**config.mk**
```make
export PLATFORM = sky130hd
export DESIGN_NAME = hdmi_rd_arbiter_flat
export DESIGN_NICKNAME = d
export VERILOG_FILES = /design/src/rtl/hdmi_rd_arbiter_if.sv /design/src/rtl/hdmi_rd_arbiter.sv /design/src/flat_wrapper.sv
export SDC_FILE = /design/constraint.sdc
export NUM_CORES = 1
export LEC_CHECK = 0
export ABC_AREA = 1
export CORE_ASPECT_RATIO = 0.5
export CORE_MARGIN = 2
export CORE_UTILIZATION = 35
export DETAILED_ROUTE_END_ITERATION = 16
export GPL_TIMING_DRIVEN = 0
export PLACE_DENSITY_LB_ADDON = 0.3
export SYNTH_ARGS = -nofsm -noshare
export SYNTH_HDL_FRONTEND = slang
export SYNTH_SLANG_ARGS = --single-unit
```
**constraint.sdc**
```tcl
create_clock -name clk_vga -period 1.9 [get_ports clk_vga]
set_input_delay 0.475 -clock clk_vga [delete_from_list [all_inputs] [get_ports clk_vga]]
set_output_delay 0.475 -clock clk_vga [all_outputs]
set_load 0.02 [all_outputs]
```
**src/rtl/hdmi_rd_arbiter_if.sv**
```systemverilog
// Bus between the two HDMI read requesters, the arbiter, and the downstream read engine.
// The master side drives requests and cmd_busy; the slave side is the arbiter.
interface hdmi_rd_arbiter_if #(
    parameter int unsigned CNT_W = 16
);
    localparam int unsigned AW = 32;

    logic [1:0]       req_kick;
    logic [AW-1:0]    req_addr0;
    logic [AW-1:0]    req_addr1;
    logic [AW-1:0]    req_num0;
    logic [AW-1:0]    req_num1;
    logic [AW-1:0]    base_addr0;
    logic [AW-1:0]    base_addr1;
    logic [1:0]       req_ack;
    logic [1:0]       req_done;
    logic             cmd_kick;
    logic [AW-1:0]    cmd_addr;
    logic [AW-1:0]    cmd_num;
    logic             cmd_busy;
    logic [CNT_W-1:0] grant_cnt0;
    logic [CNT_W-1:0] grant_cnt1;

    modport slave (
        input  req_kick, req_addr0, req_addr1, req_num0, req_num1,
               base_addr0, base_addr1, cmd_busy,
        output req_ack, req_done, cmd_kick, cmd_addr, cmd_num,
               grant_cnt0, grant_cnt1
    );

    modport master (
        output req_kick, req_addr0, req_addr1, req_num0, req_num1,
               base_addr0, base_addr1, cmd_busy,
        input  req_ack, req_done, cmd_kick, cmd_addr, cmd_num,
               grant_cnt0, grant_cnt1
    );
endinterface

```
**src/rtl/hdmi_rd_arbiter.sv**
```systemverilog
// Two-port read arbiter: video prefetch (port 0) has priority, the auxiliary
// reader (port 1) is guaranteed a slot after STARVE_LIMIT consecutive port-0 grants.
module hdmi_rd_arbiter #(
    parameter int unsigned STARVE_LIMIT = 4,
    parameter int unsigned CNT_W        = 16
) (
    input  logic               clk_vga,
    input  logic               rst,
    hdmi_rd_arbiter_if.slave   bus
);
    localparam int unsigned AW   = 32;
    localparam int unsigned SC_W = ($clog2(STARVE_LIMIT + 1) > 3) ? $clog2(STARVE_LIMIT + 1) : 3;

    typedef enum logic [1:0] {
        S_IDLE      = 2'd0,
        S_ISSUE     = 2'd1,
        S_WAIT_DONE = 2'd2
    } state_t;

    state_t            state_q, state_d;
    logic              grant_q, grant_d;
    logic              cmd_kick_q, cmd_kick_d;
    logic [AW-1:0]     cmd_addr_q, cmd_addr_d;
    logic [AW-1:0]     cmd_num_q, cmd_num_d;
    logic [1:0]        req_ack_q, req_ack_d;
    logic [1:0]        req_done_q, req_done_d;
    logic [SC_W-1:0]   starve_q, starve_d;
    logic [CNT_W-1:0]  gcnt0_q, gcnt0_d;
    logic [CNT_W-1:0]  gcnt1_q, gcnt1_d;

    logic              win_c;
    logic [AW-1:0]     win_addr_c;
    logic [AW-1:0]     win_num_c;
    logic [1:0]        win_oh_c;

    // Winner selection and its command payload; address wraps mod 2^32
    always_comb begin
        win_c      = bus.req_kick[1] && (!bus.req_kick[0] || (starve_q >= SC_W'(STARVE_LIMIT)));
        win_addr_c = win_c ? (bus.base_addr1 + bus.req_addr1) : (bus.base_addr0 + bus.req_addr0);
        win_num_c  = win_c ? bus.req_num1 : bus.req_num0;
        win_oh_c   = win_c ? 2'b10 : 2'b01;
    end

    // Next-state and next-output logic
    always_comb begin
        state_d    = state_q;
        grant_d    = grant_q;
        cmd_kick_d = cmd_kick_q;
        cmd_addr_d = cmd_addr_q;
        cmd_num_d  = cmd_num_q;
        req_ack_d  = 2'b00;
        req_done_d = 2'b00;
        starve_d   = starve_q;
        gcnt0_d    = gcnt0_q;
        gcnt1_d    = gcnt1_q;

        case (state_q)
            S_IDLE: begin
                cmd_kick_d = 1'b0;
                if (!bus.cmd_busy && (bus.req_kick != 2'b00)) begin
                    grant_d    = win_c;
                    cmd_addr_d = win_addr_c;
                    cmd_num_d  = win_num_c;
                    if (win_c) begin
                        starve_d = '0;
                        if (gcnt1_q != '1) gcnt1_d = gcnt1_q + CNT_W'(1);
                    end else begin
                        if (!bus.req_kick[1])      starve_d = '0;
                        else if (starve_q != '1)   starve_d = starve_q + SC_W'(1);
                        if (gcnt0_q != '1) gcnt0_d = gcnt0_q + CNT_W'(1);
                    end
                    // Zero-length requests complete at the grant without touching the bus
                    if (win_num_c == '0) begin
                        req_ack_d  = win_oh_c;
                        req_done_d = win_oh_c;
                    end else begin
                        cmd_kick_d = 1'b1;
                        state_d    = S_ISSUE;
                    end
                end
            end
            S_ISSUE: begin
                cmd_kick_d = 1'b1;
                if (bus.cmd_busy) begin
                    cmd_kick_d = 1'b0;
                    req_ack_d  = grant_q ? 2'b10 : 2'b01;
                    state_d    = S_WAIT_DONE;
                end
            end
            S_WAIT_DONE: begin
                cmd_kick_d = 1'b0;
                if (!bus.cmd_busy) begin
                    req_done_d = grant_q ? 2'b10 : 2'b01;
                    state_d    = S_IDLE;
                end
            end
            default: begin
                cmd_kick_d = 1'b0;
                state_d    = S_IDLE;
            end
        endcase
    end

    always_ff @(posedge clk_vga) begin
        if (rst) begin
            state_q    <= S_IDLE;
            grant_q    <= 1'b0;
            cmd_kick_q <= 1'b0;
            cmd_addr_q <= '0;
            cmd_num_q  <= '0;
            req_ack_q  <= 2'b00;
            req_done_q <= 2'b00;
            starve_q   <= '0;
            gcnt0_q    <= '0;
            gcnt1_q    <= '0;
        end else begin
            state_q    <= state_d;
            grant_q    <= grant_d;
            cmd_kick_q <= cmd_kick_d;
            cmd_addr_q <= cmd_addr_d;
            cmd_num_q  <= cmd_num_d;
            req_ack_q  <= req_ack_d;
            req_done_q <= req_done_d;
            starve_q   <= starve_d;
            gcnt0_q    <= gcnt0_d;
            gcnt1_q    <= gcnt1_d;
        end
    end

    assign bus.cmd_kick   = cmd_kick_q;
    assign bus.cmd_addr   = cmd_addr_q;
    assign bus.cmd_num    = cmd_num_q;
    assign bus.req_ack    = req_ack_q;
    assign bus.req_done   = req_done_q;
    assign bus.grant_cnt0 = gcnt0_q;
    assign bus.grant_cnt1 = gcnt1_q;
endmodule

```
**src/flat_wrapper.sv**
```systemverilog
// flat-port wrapper written by rule: the top's interface ports become plain ports
module hdmi_rd_arbiter_flat 
#(
    parameter int unsigned STARVE_LIMIT = 4,
    parameter int unsigned CNT_W        = 16
)
  (clk_vga, rst, bus_req_kick, bus_req_addr0, bus_req_addr1, bus_req_num0, bus_req_num1, bus_base_addr0, bus_base_addr1, bus_cmd_busy, bus_req_ack, bus_req_done, bus_cmd_kick, bus_cmd_addr, bus_cmd_num, bus_grant_cnt0, bus_grant_cnt1);
  hdmi_rd_arbiter_if #(.CNT_W(CNT_W)) bus_i ();
  input  logic clk_vga;
  input  logic rst;
  input wire logic [$bits(bus_i.req_kick)-1:0] bus_req_kick;
  input wire logic [$bits(bus_i.req_addr0)-1:0] bus_req_addr0;
  input wire logic [$bits(bus_i.req_addr1)-1:0] bus_req_addr1;
  input wire logic [$bits(bus_i.req_num0)-1:0] bus_req_num0;
  input wire logic [$bits(bus_i.req_num1)-1:0] bus_req_num1;
  input wire logic [$bits(bus_i.base_addr0)-1:0] bus_base_addr0;
  input wire logic [$bits(bus_i.base_addr1)-1:0] bus_base_addr1;
  input wire logic [$bits(bus_i.cmd_busy)-1:0] bus_cmd_busy;
  output wire logic [$bits(bus_i.req_ack)-1:0] bus_req_ack;
  output wire logic [$bits(bus_i.req_done)-1:0] bus_req_done;
  output wire logic [$bits(bus_i.cmd_kick)-1:0] bus_cmd_kick;
  output wire logic [$bits(bus_i.cmd_addr)-1:0] bus_cmd_addr;
  output wire logic [$bits(bus_i.cmd_num)-1:0] bus_cmd_num;
  output wire logic [$bits(bus_i.grant_cnt0)-1:0] bus_grant_cnt0;
  output wire logic [$bits(bus_i.grant_cnt1)-1:0] bus_grant_cnt1;
  assign bus_i.req_kick = bus_req_kick;
  assign bus_i.req_addr0 = bus_req_addr0;
  assign bus_i.req_addr1 = bus_req_addr1;
  assign bus_i.req_num0 = bus_req_num0;
  assign bus_i.req_num1 = bus_req_num1;
  assign bus_i.base_addr0 = bus_base_addr0;
  assign bus_i.base_addr1 = bus_base_addr1;
  assign bus_i.cmd_busy = bus_cmd_busy;
  assign bus_req_ack = bus_i.req_ack;
  assign bus_req_done = bus_i.req_done;
  assign bus_cmd_kick = bus_i.cmd_kick;
  assign bus_cmd_addr = bus_i.cmd_addr;
  assign bus_cmd_num = bus_i.cmd_num;
  assign bus_grant_cnt0 = bus_i.grant_cnt0;
  assign bus_grant_cnt1 = bus_i.grant_cnt1;
  hdmi_rd_arbiter #(.STARVE_LIMIT(STARVE_LIMIT), .CNT_W(CNT_W)) u_core (.clk_vga(clk_vga), .rst(rst), .bus(bus_i));
endmodule
```
==> flow_summary.yaml <==
setup_path:
  worst_path_most_repeated_cell: "nand2_2"
  critPathMaxStageDelay_ns: 0.28
  crit_buf_inv: 3
  crit_type: "input port to register"
  cp-end-kind: "register"
  critPathSlowestCell: "dlygate4sd2_1"
  r2r-start: "u_core.starve_q[2]"
  crit_arrival_ns: 2.16
  rr_endpoint: "u_core.state_q[0]"
  crit_start: "bus_req_kick[0]"
  rr_worst_depth: 13
  r2r_slack_ns: 0.01
  crit_required_ns: 2.15
  cp_top_family: "simple AND/OR/NAND/NOR gates"
  startpoint_type: "input port"
  crit_chain: "dlygate4sd2_1 -> nand2_4 -> nand2_8 -> buf_12 -> clkbuf_16 -> o21ai_4 -> nand3_2 -> nor2_2 -> nand2_2 -> nor2_4 -> nand2_1 -> nand2_2 -> a21oi_2"
  cp_max_fo: 7
route:
  wl_per_cell_um: 15.8
  avgViaCountPerCell: 4.96
  first_pass_iters: 6
  dr_total_vias: 12400
  drt-initial-drc-count: 878
  drc: 0
  wl_um: 39400
  ant_nets: 0
placed_design:
  dp_hpwl_um: 28700
  place_ws_ns: -0.849
  portBuffers: 297
  gp_congestion: 0.899
pwr:
  clock_power_share: 0.218
  seqPwrFrac: 0.297
  combPwrFrac: 0.486
  p_sw_mw: 3.32
  p_int_mw: 5.13
  ir_worst_vdd_uv: 472
  power.share.switching: 0.393
  p_total_mw: 8.45
  p_per_area_nw_per_um2: 509
  leakagePower_nw: 8.36
die:
  ios: 298
  rows: 43
  coreArea_um2: 27700
  die_x_um: 241
  start_util: 0.355
  die-height_um: 122
  dieArea_um2: 29500
grt:
  overflow: 0
  antenna_found_initial: 0
  grt_max_degree: 19
  grt_pass1_wl_um: 56600
  grt_pass1_vias: 11100
  track_usage: 0.244
sta:
  layout_min_cycle_time_ns: 1.91
  timing.fmax_mhz: 522
  fin_ws_ns: -0.0143
  hold_viol_final: 0
  whs_ns: 0.427
  worstMarginPinSlew_ns: 0.629
  setup_viol: 3
  maxSlewViolCount: 0
  rsz0062_at_grt: "yes"
  period_share: 1.01
  maxSlewHeadroom: 0.581
  fin_skew_ns: 0.0106
  fin_setup_tns_ns: -0.0293
clocking:
  numCtsBuffers: 9
  ctsHtreeMaxLevel: 3
  clock-sinks: 107
  cts-root-buf: "clkbuf_16"
  cts_hold_buffers: 0
  cts.reportedPaths.clkPinSlew_ns: 0.08
  cts_tree: "built"
  cts_buffer_depth: 2
  clock_latency_ns: 0.38
layout:
  syn2layout_area_growth_pct: 69.2
  layout.nets: 2373
  nFillCells: 2539
  multi_input_area_um2: 8540
  final_util: 0.600
  drive_gt1_frac: 0.253
  regArea_um2: 2150
min_path:
  hold_path.class: "input port to register"
  hp-start: "bus_cmd_busy"
  hold_depth: 3
  worstHoldEndpoint: "u_core.state_q[1]"
synthesis:
  synth.most_common_cell: "nand2_1"
  ys_seq_area_frac: 0.218
  synth.distinct_cells: 35
  yosys_warnings: 0
  synth_enable_flop_cells: 0
  synth_top_cell_by_area: "nand2_1"
  synth_common_cells: "nand2_1 (606), inv_1 (285), nand3_1 (142), nor2_1 (114), dfxtp_1 (107)"
  synth-seq-cells: 107
  synth_nets: 1979
  synth_area_um2: 9810
  syn_inst: 1714
  synth_area_per_cell_um2: 5.72
  synth_ff_type: "dfxtp_1"
  synth.top_cell.area_share: 0.232
  synthArstFlopShare: 0
  yosys-top-cells-area: "nand2_1 (23%), dfxtp_1 (22%), inv_1 (11%)"
outcome:
  violations: "setup timing"
  status: "finished with violations"
job:
  cap_violations: 0
## state kept, by name (all words and copies together), names as in the netlist
| name | count |
|---|---|
| u_core.bus.req_done | 2 |
| u_core.bus.cmd_addr | 32 |
| u_core.state_q | 2 |
| u_core.grant_q | 1 |
| u_core.starve_q | 3 |
| u_core.bus.grant_cnt0 | 16 |
| u_core.bus.grant_cnt1 | 16 |
| u_core.bus.cmd_num | 32 |
| u_core.bus.cmd_kick | 1 |
| u_core.bus.req_ack | 2 |
## worst register-to-register path: stages, from the launching register on
cell       delay, ns
dfxtp_2         0.34
inv_2           0.05
nand2_4         0.08
nand2_8         0.08
buf_12          0.16
clkbuf_16       0.17
o21ai_4         0.17
nand3_2         0.11
nor2_2          0.14
nand2_2         0.08
nor2_4          0.17
nand2_1         0.09
nand2_2         0.08
a21oi_2         0.05
## worst max-delay path by stage
stage                                end  depth (start not counted)  slack, ns
2_1_floorplan    u_core.bus.cmd_addr[30]                         14   -0.00007
3_5_place_dp     u_core.bus.cmd_addr[22]                         10      -0.85
3_3_place_gp     u_core.bus.cmd_addr[22]                         10      -0.85
5_1_grt        u_core.bus.grant_cnt0[14]                         11      -0.10
6_report               u_core.state_q[0]                         13      -0.01
4_1_cts          u_core.bus.cmd_addr[22]                         14      -0.04
## power groups by stage
stage	Combinational, mW	Clock (mW)	Sequential [mW]
6_report	4.11	1.84	2.51
5_1_grt	4.42	1.98	2.52
4_1_cts	3.54	1.88	2.50
3_5_place_dp	3.02	0	2.55
3_3_place_gp	3.00	0	2.55
2_1_floorplan	1.60	0	2.69
## timing repair
item / 4_1_cts / 5_1_grt
hold endpoints to repair: 0 / 0
gates cloned: 2 / 2
setup endpoints to repair: 121 / 98
pin swaps: 80 / 155
buffers inserted: 48 / 34
resized for setup: 346 / 368
## cell usage in the layout (no fill, tap or decap), types with 22 or more instances in the layout
master	n
nand2_1	473
inv_1	264
clkdlybuf4s50_1	144
dfxtp_1	102
nand3_1	99
nand2_2	96
buf_4	82
dlygate4sd2_1	81
nor2_1	70
a21oi_1	67
ha_4	61
o21ai_0	59
dlymetal6s2s_1	55
nand2_4	38
nand3_2	37
a21oi_2	31
nor2_4	28
inv_2	22
a31oi_1	22
## metal layers
| metal | vias to the layer above | track usage | share of wire |
|---|---|---|---|
| met5 | - | 0 | 0 |
| met4 | 0 | 0.0718 | 0.024 |
| met3 | 70 | 0.0472 | 0.062 |
| met2 | 402 | 0.415 | 0.48 |
| met1 | 5665 | 0.316 | 0.43 |
| li1 | 6244 | - | - |
## cell families (layout without fill, tap and decap cells)
kind of cell / after synthesis / count (layout) / share of synthesized area
compound gates: 243 / 243 / 0.138
xor+xnor: 25 / 25 / 0.0223
fa+ha+maj: 68 / 68 / 0.0883
buf+inv: 330 / 728 / 0.131
flops: 107 / 107 / 0.218
other cells: 0 / 1 / 0
simple gates: 941 / 941 / 0.402
## layout make-up
| cell class | instances | share of cell area |
|---|---|---|
| Tap cell | 382 | 0.0288 |
| Buffer | 40 | 0.0187 |
| Sequential cell | 107 | 0.130 |
| Timing Repair Buffer | 383 | 0.226 |
| Antenna cell | 1 | 0.000151 |
| Inverter | 290 | 0.0663 |
| Clock buffer | 9 | 0.0136 |
| Multi-Input combinational cell | 1277 | 0.514 |
| Clock inverter | 6 | 0.00279 |
## per-stage QoR
step,cells,instance area [um2]
floorplan,1714,9870
global placement,2393,13300
detailed placement,2393,13300
CTS,2458,15100
global route,2494,16600
finish,2495,16600
Note: power is estimated with default switching activity, not from simulation.
